$ cat src/rtl/credit_counter.sv
// Credit counter: debounced coin inputs, bonus credits, start pulses and a saturating credit total.
// Optional CREDIT_COUNTER_FREE_PLAY_EN: starts are free, credit flags tied high, count kept for bookkeeping.
module credit_counter #(
  parameter int DEBOUNCE_CYCLES    = 572700,
  parameter int CREDIT_MAX         = 15,
  parameter int START_PULSE_CYCLES = 4
) (
  input  logic       i_clk_drv,
  input  logic       i_reset_n,
  input  logic       i_coin1_n,
  input  logic       i_coin2_n,
  input  logic       i_bonus_coin,
  input  logic       i_start1_n,
  input  logic       i_start2_n,
  input  logic       i_attract_n,
  output logic [3:0] o_credit_count,
  output logic       o_credit_1_or_more,
  output logic       o_credit_2_or_more,
  output logic       o_start_game1_n,
  output logic       o_start_game2_n
);
  localparam int CW = $clog2(DEBOUNCE_CYCLES + 1);
  localparam int PW = $clog2(START_PULSE_CYCLES + 1);
  localparam logic [CW-1:0] DEB_LAST = CW'(DEBOUNCE_CYCLES - 1);

  typedef enum logic [1:0] {ST_IDLE, ST_ARM, ST_HELD, ST_REL} coin_st_t;

  // bit order: {start2, start1, coin2, coin1}
  logic [3:0]    r_sync1, r_sync2;
  logic [1:0]    r_start_d;
  logic          r_bonus_prev, r_bonus_pulse;
  logic [3:0]    r_count;
  logic [PW-1:0] r_pulse_cnt;
  logic          r_start_game1_n, r_start_game2_n;
  logic [1:0]    w_accept;
  logic          w_req1, w_req2, w_can_start, w_afford1, w_afford2;
  logic          w_grant1, w_grant2;
  logic [5:0]    w_inc, w_dec, w_sum;
  logic [3:0]    w_count_nxt;

  always_ff @(posedge i_clk_drv or negedge i_reset_n) begin
    if (!i_reset_n) begin
      r_sync1   <= 4'hF;
      r_sync2   <= 4'hF;
      r_start_d <= 2'b11;
    end else begin
      r_sync1   <= {i_start2_n, i_start1_n, i_coin2_n, i_coin1_n};
      r_sync2   <= r_sync1;
      r_start_d <= r_sync2[3:2];
    end
  end

  for (genvar g = 0; g < 2; g++) begin : g_coin
    coin_st_t      r_state, w_state_nxt;
    logic [CW-1:0] r_cnt, w_cnt_nxt;
    logic          w_low, w_acc;

    assign w_low       = ~r_sync2[g];
    assign w_accept[g] = w_acc;

    always_ff @(posedge i_clk_drv or negedge i_reset_n) begin
      if (!i_reset_n) begin
        r_state <= ST_IDLE;
        r_cnt   <= '0;
      end else begin
        r_state <= w_state_nxt;
        r_cnt   <= w_cnt_nxt;
      end
    end

    // Accept fires on the cycle the count completes so the credit lands on the same edge.
    always_comb begin
      w_state_nxt = r_state;
      w_cnt_nxt   = r_cnt;
      w_acc       = 1'b0;
      case (r_state)
        ST_IDLE: if (w_low) begin
          w_state_nxt = ST_ARM;
          w_cnt_nxt   = CW'(1);
        end
        ST_ARM: begin
          if (!w_low) begin
            w_state_nxt = ST_IDLE;
            w_cnt_nxt   = '0;
          end else if (r_cnt == DEB_LAST) begin
            w_acc       = 1'b1;
            w_state_nxt = ST_HELD;
            w_cnt_nxt   = '0;
          end else begin
            w_cnt_nxt = r_cnt + CW'(1);
          end
        end
        ST_HELD: if (!w_low) begin
          w_state_nxt = ST_REL;
          w_cnt_nxt   = CW'(1);
        end
        ST_REL: begin
          if (w_low) begin
            w_state_nxt = ST_HELD;
            w_cnt_nxt   = '0;
          end else if (r_cnt == DEB_LAST) begin
            w_state_nxt = ST_IDLE;
            w_cnt_nxt   = '0;
          end else begin
            w_cnt_nxt = r_cnt + CW'(1);
          end
        end
        default: begin
          w_state_nxt = ST_IDLE;
          w_cnt_nxt   = '0;
        end
      endcase
    end
  end

  always_ff @(posedge i_clk_drv or negedge i_reset_n) begin
    if (!i_reset_n) begin
      r_bonus_prev  <= 1'b0;
      r_bonus_pulse <= 1'b0;
    end else begin
      r_bonus_prev  <= i_bonus_coin;
      r_bonus_pulse <= i_bonus_coin & ~r_bonus_prev;
    end
  end

  assign w_req1      = r_start_d[0] & ~r_sync2[2];
  assign w_req2      = r_start_d[1] & ~r_sync2[3];
  assign w_can_start = ~i_attract_n & r_start_game1_n & r_start_game2_n;

`ifdef CREDIT_COUNTER_FREE_PLAY_EN
  assign w_afford1 = 1'b1;
  assign w_afford2 = 1'b1;
`else
  assign w_afford1 = (r_count >= 4'd1);
  assign w_afford2 = (r_count >= 4'd2);
`endif

  assign w_grant2 = w_can_start & w_req2 & w_afford2;
  assign w_grant1 = w_can_start & w_req1 & w_afford1 & ~w_grant2;

`ifdef CREDIT_COUNTER_FREE_PLAY_EN
  assign w_dec = 6'd0;
`else
  assign w_dec = w_grant2 ? 6'd2 : (w_grant1 ? 6'd1 : 6'd0);
`endif

  assign w_inc       = 6'(w_accept[0]) + 6'(w_accept[1]) + 6'(r_bonus_pulse);
  assign w_sum       = {2'b00, r_count} + w_inc - w_dec;
  assign w_count_nxt = (w_sum > 6'(CREDIT_MAX)) ? 4'(CREDIT_MAX) : w_sum[3:0];

  always_ff @(posedge i_clk_drv or negedge i_reset_n) begin
    if (!i_reset_n) r_count <= 4'd0;
    else            r_count <= w_count_nxt;
  end

  // Pulse width is a down-counter loaded on grant; release when it has expired.
  always_ff @(posedge i_clk_drv or negedge i_reset_n) begin
    if (!i_reset_n) begin
      r_start_game1_n <= 1'b1;
      r_start_game2_n <= 1'b1;
      r_pulse_cnt     <= '0;
    end else if (w_grant2) begin
      r_start_game2_n <= 1'b0;
      r_pulse_cnt     <= PW'(START_PULSE_CYCLES - 1);
    end else if (w_grant1) begin
      r_start_game1_n <= 1'b0;
      r_pulse_cnt     <= PW'(START_PULSE_CYCLES - 1);
    end else if (!r_start_game1_n || !r_start_game2_n) begin
      if (r_pulse_cnt == '0) begin
        r_start_game1_n <= 1'b1;
        r_start_game2_n <= 1'b1;
      end else begin
        r_pulse_cnt <= r_pulse_cnt - PW'(1);
      end
    end
  end

  assign o_credit_count  = r_count;
  assign o_start_game1_n = r_start_game1_n;
  assign o_start_game2_n = r_start_game2_n;

`ifdef CREDIT_COUNTER_FREE_PLAY_EN
  assign o_credit_1_or_more = 1'b1;
  assign o_credit_2_or_more = 1'b1;
`else
  assign o_credit_1_or_more = (r_count >= 4'd1);
  assign o_credit_2_or_more = (r_count >= 4'd2);
`endif

endmodule
$ cat config.mk
export PLATFORM = sky130hd
export DESIGN_NAME = credit_counter
export DESIGN_NICKNAME = d
export VERILOG_FILES = /design/src/rtl/credit_counter.sv
export SDC_FILE = /design/constraint.sdc
export NUM_CORES = 1
export LEC_CHECK = 0
export BUFFER_PORTS_ARGS = -buffer_cell sky130_fd_sc_hd__buf_2
export CAP_MARGIN = 0
export CORE_MARGIN = 5
export CORE_UTILIZATION = 40
export CTS_CLUSTER_SIZE = 40
export DETAILED_ROUTE_END_ITERATION = 6
export GPL_TIMING_DRIVEN = 0
export HOLD_SLACK_MARGIN = 0.15
export PLACE_DENSITY = 0.56
export SYNTH_ARGS = -nofsm -noshare
export SYNTH_HDL_FRONTEND = slang
export SYNTH_SLANG_ARGS = --single-unit
$ cat constraint.sdc
create_clock -name i_clk_drv -period 8.7 [get_ports i_clk_drv]
set_input_delay 1.74 -clock i_clk_drv [delete_from_list [all_inputs] [get_ports i_clk_drv]]
set_output_delay 1.74 -clock i_clk_drv [all_outputs]
set_load 0.02 [all_outputs]
==> impl_metrics.env, run 1 <==
export IMPL_syn_nets=400
export IMPL_ys_async_sr_fraction=1.00
export IMPL_synth_area_leaders="dfrtp_1 (37%), dfstp_2 (8.8%), ha_1 (4.9%)"
export IMPL_status="finished clean"
export IMPL_pwr_share_comb=0.383
export IMPL_setup_tns_ns=0
export IMPL_p_seq_frac=0.372
export IMPL_slew_viol_final=0
export IMPL_start_util=0.409
export IMPL_post_cts_buffers=0
export IMPL_arrival_ns=4.42
export IMPL_place_area_um2=3780
export IMPL_worst_slew_pin_transition_ns=0.832
export IMPL_ys_warn_count=0
export IMPL_ys_ff_latch=65
export IMPL_antenna_found_initial=0
export IMPL_maxCapViolCount=0
export IMPL_synth_cells=376
export IMPL_postLayoutCellArea_um2=3980
export IMPL_ios=16
export IMPL_clock_latency_ns=0.35
export IMPL_max_freq_mhz=238
export IMPL_core_area_um2=8720
export IMPL_clock_sinks=65
export IMPL_vdd_drop_max_mv=0.105
export IMPL_syn2layout_area_growth_pct=11.4
export IMPL_power_leakage_nw=1.74
export IMPL_grt_ovfl_total=0
export IMPL_period_needed_ns=4.19
export IMPL_utilization=0.456
export IMPL_htree_levels=3
export IMPL_rows=34
export IMPL_synth_cell_types=54
export IMPL_wl_met2_um=3370
export IMPL_hold_path_class="reg -> reg"
export IMPL_post_synth_top_count_cell="dfrtp_1"
export IMPL_sw_frac_of_total=0.396
export IMPL_drive_gt1_frac=0.147
export IMPL_clk_path_buf_depth=2
export IMPL_grt_start_max_net_pins=66
export IMPL_required_ns=8.93
export IMPL_drcViolationCount=0
export IMPL_die_y_um=104
export IMPL_power_density_nw_per_um2=263
export IMPL_path_clk_slew_ns=0.07
export IMPL_cts_buffers=9
export IMPL_synth_ff_type="dfrtp_1"
export IMPL_rsz0062_at_grt="no"
export IMPL_p_switching_mw=0.415
export IMPL_slew_headroom=0.440
export IMPL_io_buffers=15
export IMPL_drt_vias_per_instance=5.56
export IMPL_synth_edf_count=0
export IMPL_cts_root_buffer="clkbuf_8"
export IMPL_end_kind="register"
export IMPL_vias=2861
export IMPL_fp_dieW_um=104
export IMPL_dieArea_um2=10900
export IMPL_cts_resized=0
export IMPL_grtUsageTotal=0.146
export IMPL_fin_crit_sh=0.482
export IMPL_cts_hold_buf=0
export IMPL_clock_skew_final_ns=0.00958
export IMPL_num_nets_final=426
export IMPL_yosysTopAreaCell="dfrtp_1"
export IMPL_holdWs_ns=0.357
export IMPL_routed_wl_um=7570
export IMPL_hpwl_um=5230
export IMPL_diodes=0
export IMPL_routed_wl_met3_um=280
export IMPL_dr_pass1_iters=4
export IMPL_setup_violations_final=0
export IMPL_gp_congestion=0.815
export IMPL_pwr_share_clk=0.245
export IMPL_critPathKind="in -> reg"
export IMPL_avgRoutedWirePerCell_um=14.7
export IMPL_wl_met1_um=3840
export IMPL_p_total_mw=1.05
export IMPL_crit_fanout=4
export IMPL_drtIter0Drc=185
export IMPL_grt_pass1_vias=2710
export IMPL_synth_top_area_frac=0.371
export IMPL_drt_antenna_violating_nets=0
export IMPL_synthesis_area_um2=3570
export IMPL_grt_pass1_wl_um=13200
export IMPL_ys_seq_area_frac=0.460
export IMPL_internal_power_mw=0.633
export IMPL_hold_viol=0
export IMPL_synth_common_cells="dfrtp_1 (53), nand2_1 (38), o21ai_0 (32)"
export IMPL_syn_avg_cell_area_um2=9.50
export IMPL_cts_tree="built"
export IMPL_rrSetupSlack_ns=4.80
export IMPL_critPathLaunchType="primary input"
export IMPL_routed_top_layer="met4"
[power by group through the flow]
stage / combinational [mW] / sequential (mW) / clock [mW]
6_report: 0.401 / 0.390 / 0.257
4_1_cts: 0.407 / 0.391 / 0.264
3_5_place_dp: 0.407 / 0.396 / 0
2_1_floorplan: 0.289 / 0.399 / 0
5_1_grt: 0.457 / 0.398 / 0.279
3_3_place_gp: 0.397 / 0.395 / 0
[sequential cells by signal (all words and copies together), names as in the netlist, 2 cells and up, named ones only]
name and cells:
o_credit_count 4, r_start_d 2, r_sync2 4, r_pulse_cnt 3
r_sync1 4, g_coin.r_cnt 40, g_coin.r_state 2
[final timing paths]
kind                                        start            endpoint  cells after the start
worst max-delay path                  i_attract_n   o_credit_count[1]                     13
worst min-delay path                   r_sync1[3]          r_sync2[3]                      0
worst max register to register  o_credit_count[3]   o_credit_count[1]                     16
worst min register to register         r_sync1[3]          r_sync2[3]                      0
max in group asynchronous               i_reset_n        r_bonus_prev                      1
min in group asynchronous               i_reset_n  g_coin[1].r_cnt[7]                      1
[cell families (layout without fill, tap and decap cells)]
logic type                 after synthesis  after routing  synth area share
AOI/OAI and AO/OA                       83             83             0.148
xor gates and xnor gates                 6              6            0.0147
adders and majority gates               16             16            0.0603
buffers and inverters                   30             61            0.0364
DFF                                     65             65             0.460
muxes                                    6              6            0.0175
and+or+nand+nor                        170            170             0.263
[cells in the final DEF, fill, tap and decap left out, types with 3 or more instances in the layout]
cell	n
ha_1	14
buf_2	16
nor2_1	20
o21ai_0	32
clkbuf_8	9
mux2i_1	4
dfrtp_1	53
xnor2_1	4
clkbuf_1	5
inv_1	20
or4_1	3
and2_1	5
o21a_1	3
or3_1	9
nor2b_1	3
nand3_1	21
nand2b_1	4
dfstp_2	12
nor3b_1	4
nand4_1	13
and3_1	7
a22o_1	5
nor4_1	12
and3b_1	4
or2_2	4
clkinvlp_4	3
buf_4	3
nor3_1	9
nand2_1	38
a21o_1	12
a21oi_1	14
and4_1	4
[through the flow]
step                      instances  worst slack, ns
after floorplan                 376             4.48
after global placement          499             4.17
after detailed placement        499             4.14
after CTS                       515             4.49
after global routing            515             4.36
final                           515             4.51
[per-layer routing]
layer / vias up / global-route usage
met1: 1395 / 0.210
met2: 32 / 0.214
met4: 0 / 0.0500
li1: 1427 / -
met5: - / 0
met3: 7 / 0.0360
[layout make-up]
cell class / instances / area, um2
inverter: 20 / 75.1
multi-input combinational: 281 / 1800
buffer: 10 / 55.1
clock buffer: 9 / 124
tap: 108 / 135
clock inverter: 7 / 71.3
timing repair buffer: 15 / 77.6
sequential: 65 / 1640
fill: 847 / 4740
[worst max-delay path, stage by stage]
cell,delay (ns)
buf_2,0.10
nor2_1,0.15
and3b_1,0.22
ha_1,0.26
fa_1,0.54
inv_1,0.04
ha_1,0.19
fa_1,0.43
a21o_1,0.19
a21oi_1,0.19
o211ai_1,0.12
nand3_1,0.16
nand2b_1,0.08
Note: power is estimated with default switching activity, not from simulation.
==> inputs of run 2 (changes only) <==
- ABC_AREA: default -> 1
- clock period: 8.7 -> 3.9 ns (I/O delays scaled with it)
==> run 2 against run 1 <==
- worst setup slack worse by 4.1 ns
- final cell count up 28%
- clock skew up 0.0056 ns
- global-route usage up 0.59 points
- area after synthesis up 7.9%
- via count up 11%
- sequential share of layout area down 3.2 points
- synthesized cell count up 33%
- cell area up 8.3%
- non-clock buffer count down 6
==> impl_metrics.env, run 2 <==
export IMPL_crit_top_cell="ha_1"
export IMPL_layout_common_cells="nand2_1 (129), inv_1 (72), dfrtp_1 (53)"
export IMPL_grt_ovfl_total=0
export IMPL_ys_seq_area_frac=0.426
export IMPL_dieArea_um2=11700
export IMPL_drt_vias_per_instance=4.83
export IMPL_synth_common_cells="nand2_1 (129), inv_1 (72), dfrtp_1 (53)"
export IMPL_hold_path_class="reg -> reg"
export IMPL_use_met1=0.220
export IMPL_dr_pass1_iters=4
export IMPL_critical_path_max_stage_delay_ns=0.54
export IMPL_synth_cells=500
export IMPL_maxCapViolCount=0
export IMPL_global_route_usage_met2=0.234
export IMPL_setup_violations_final=0
export IMPL_slew_headroom=0.443
export IMPL_largest_reg_flops=40
export IMPL_core_area_um2=9330
export IMPL_end_kind="register"
export IMPL_synth_cell_types=37
export IMPL_arrival_ns=3.74
export IMPL_critPathKind="reg -> reg"
export IMPL_regMostFlops="g_coin.r_cnt"
export IMPL_io_buffers=15
export IMPL_critPathLaunchType="register"
export IMPL_hold_start="r_sync1[1]"
export IMPL_gp_congestion=0.852
export IMPL_required_ns=4.10
export IMPL_ys_ff_latch=65
export IMPL_grt_pass1_vias=3048
export IMPL_hpwl_um=5900
export IMPL_diodes=0
export IMPL_cts_hold_buf=0
export IMPL_path_clk_slew_ns=0.08
export IMPL_cts_buffers=9
export IMPL_final_cells=660
export IMPL_syn_nets=524
export IMPL_dp_slack_ns=0.312
export IMPL_cts_tree="built"
export IMPL_power_leakage_nw=1.96
export IMPL_ys_async_sr_fraction=1.00
export IMPL_holdWs_ns=0.354
export IMPL_post_synth_top_count_cell="nand2_1"
export IMPL_htree_levels=3
export IMPL_clock_skew_final_ns=0.0152
export IMPL_fin_crit_sh=0.906
export IMPL_avgRoutedWirePerCell_um=12.3
export IMPL_grtUsageTotal=0.152
export IMPL_slew_viol_final=0
export IMPL_dpl_cell_count=644
export IMPL_synth_ff_type="dfrtp_1"
export IMPL_synth_area_leaders="dfrtp_1 (34%), nand2_1 (13%), dfstp_2 (8.2%)"
export IMPL_routed_wl_um=8090
export IMPL_clk_path_buf_depth=2
export IMPL_status="finished clean"
export IMPL_crit_slowest_cell="fa_1"
export IMPL_drt_antenna_violating_nets=0
export IMPL_antenna_found_initial=0
export IMPL_reg2reg_from="o_credit_count[3]"
export IMPL_crit_fanout=4
export IMPL_setup_ws_ns=0.368
export IMPL_drtIter0Drc=154
export IMPL_drcViolationCount=0
export IMPL_rows=35
export IMPL_synth_edf_count=0
export IMPL_drive_gt1_frac=0.153
export IMPL_num_nets_final=550
export IMPL_start_util=0.413
export IMPL_vdd_drop_max_mv=0.177
export IMPL_ys_warn_count=0
export IMPL_post_cts_buffers=0
export IMPL_hold_viol=0
export IMPL_synthesis_area_um2=3850
export IMPL_power_density_nw_per_um2=511
export IMPL_cts_resized=0
export IMPL_grt_busiest_layer="met2"
export IMPL_fp_dieW_um=108
export IMPL_cp_cell_sequence="inv_1 -> ha_1 -> nand2_1 -> or2_1 -> nand3_1 -> nor2_1 -> ha_1 -> fa_1 -> inv_1 -> ha_1 -> fa_1 -> nand3_1 -> nand2_1 -> xnor2_1 -> nand4_1"
export IMPL_worst_slew_pin_transition_ns=0.836
export IMPL_setup_tns_ns=0
export IMPL_max_freq_mhz=283
export IMPL_grt_start_max_net_pins=66
export IMPL_p_total_mw=2.20
export IMPL_grt_pass1_wl_um=14300
export IMPL_clock_latency_ns=0.35
export IMPL_use_met3=0.0233
export IMPL_ios=16
export IMPL_die_y_um=108
export IMPL_synth_top_area_frac=0.344
export IMPL_rsz0062_at_grt="no"
export IMPL_period_needed_ns=3.53
export IMPL_worstSetupStartpoint="o_credit_count[3]"
export IMPL_n_fill_cell=907
export IMPL_cts_root_buffer="clkbuf_8"
export IMPL_vias=3188
export IMPL_final_common_cell="nand2_1"
export IMPL_syn2layout_area_growth_pct=11.9
export IMPL_clock_sinks=65
export IMPL_syn_avg_cell_area_um2=7.70
export IMPL_yosysTopAreaCell="dfrtp_1"
## run 2: changes by cell type in the layout (fill, tap and decap cells not counted), sizes merged, moves of 7 or more
| cell | delta |
|---|---|
| nor4 | -11 |
| and3 | -7 |
| nand2 | +95 |
| nor2 | +41 |
| o21ai | -10 |
| inv | +58 |
| o22ai | +10 |
| a21o | -12 |
| or3 | -9 |
| nand3 | +32 |
## run 2: cell type report
cell class	instances	area (um2)	share of cell area
Tap cell	129	161	0.0374
Inverter	78	295	0.0685
Sequential cell	65	1640	0.381
Buffer	4	31.3	0.00726
Multi-Input combinational cell	353	1880	0.437
Clock buffer	9	124	0.0287
Clock inverter	7	95.1	0.0221
Timing Repair Buffer	15	77.6	0.0180
## run 2: logic make-up after synthesis
group                    share of synthesized area
XOR/XNOR                                    0.0250
flip-flops                                   0.426
AND/OR/NAND/NOR                              0.333
adder cells (fa/ha/maj)                     0.0559
AO/OA/AOI/OAI                               0.0750
buffers and inverters                       0.0848
## run 2: worst max-delay path: cells and delay by family (launching register included)
family,cells,cell delay [ns]
flip-flops,1,0.40
adder cells (fa/ha/maj),5,1.72
buffers and inverters,2,0.15
XOR/XNOR,1,0.29
AND/OR/NAND/NOR,7,0.86
## run 2: final timing paths
kind | end | slack (ns) | cells past startpoint
hold reg to reg | r_sync2[1] | 0.35 | 0
setup / recovery | o_credit_count[0] | 0.37 | 15
min in group asynchronous | g_coin[0].r_cnt[11] | 0.51 | 1
max in group asynchronous | g_coin[0].r_cnt[5] | 2.80 | 1
setup reg to reg | o_credit_count[0] | 0.37 | 15
hold / removal | r_sync2[1] | 0.35 | 0
## run 2: per-layer routing
metal | up-vias | wire length [um]
li1 | 1661 | -
met2 | 43 | 3550
met5 | - | 0
met1 | 1473 | 4180
met4 | 0 | 126
met3 | 11 | 242
## run 2: metrics by stage
step | util | cell area, um2
2_1_floorplan | - | 3850
3_3_place_gp | 0.438 | 4090
3_5_place_dp | 0.439 | 4090
4_1_cts | 0.462 | 4310
5_1_grt | 0.462 | 4310
6_report | 0.462 | 4310
## run 2: where the power goes
| part | internal, mW | switching (mW) | leakage (nW) | total [mW] |
|---|---|---|---|---|
| registers | 0.773 | 0.0663 | 0.830 | 0.839 |
| clock network | 0.360 | 0.284 | 0.109 | 0.644 |
| logic | 0.250 | 0.470 | 1.02 | 0.720 |
| total | 1.38 | 0.820 | 1.96 | 2.20 |
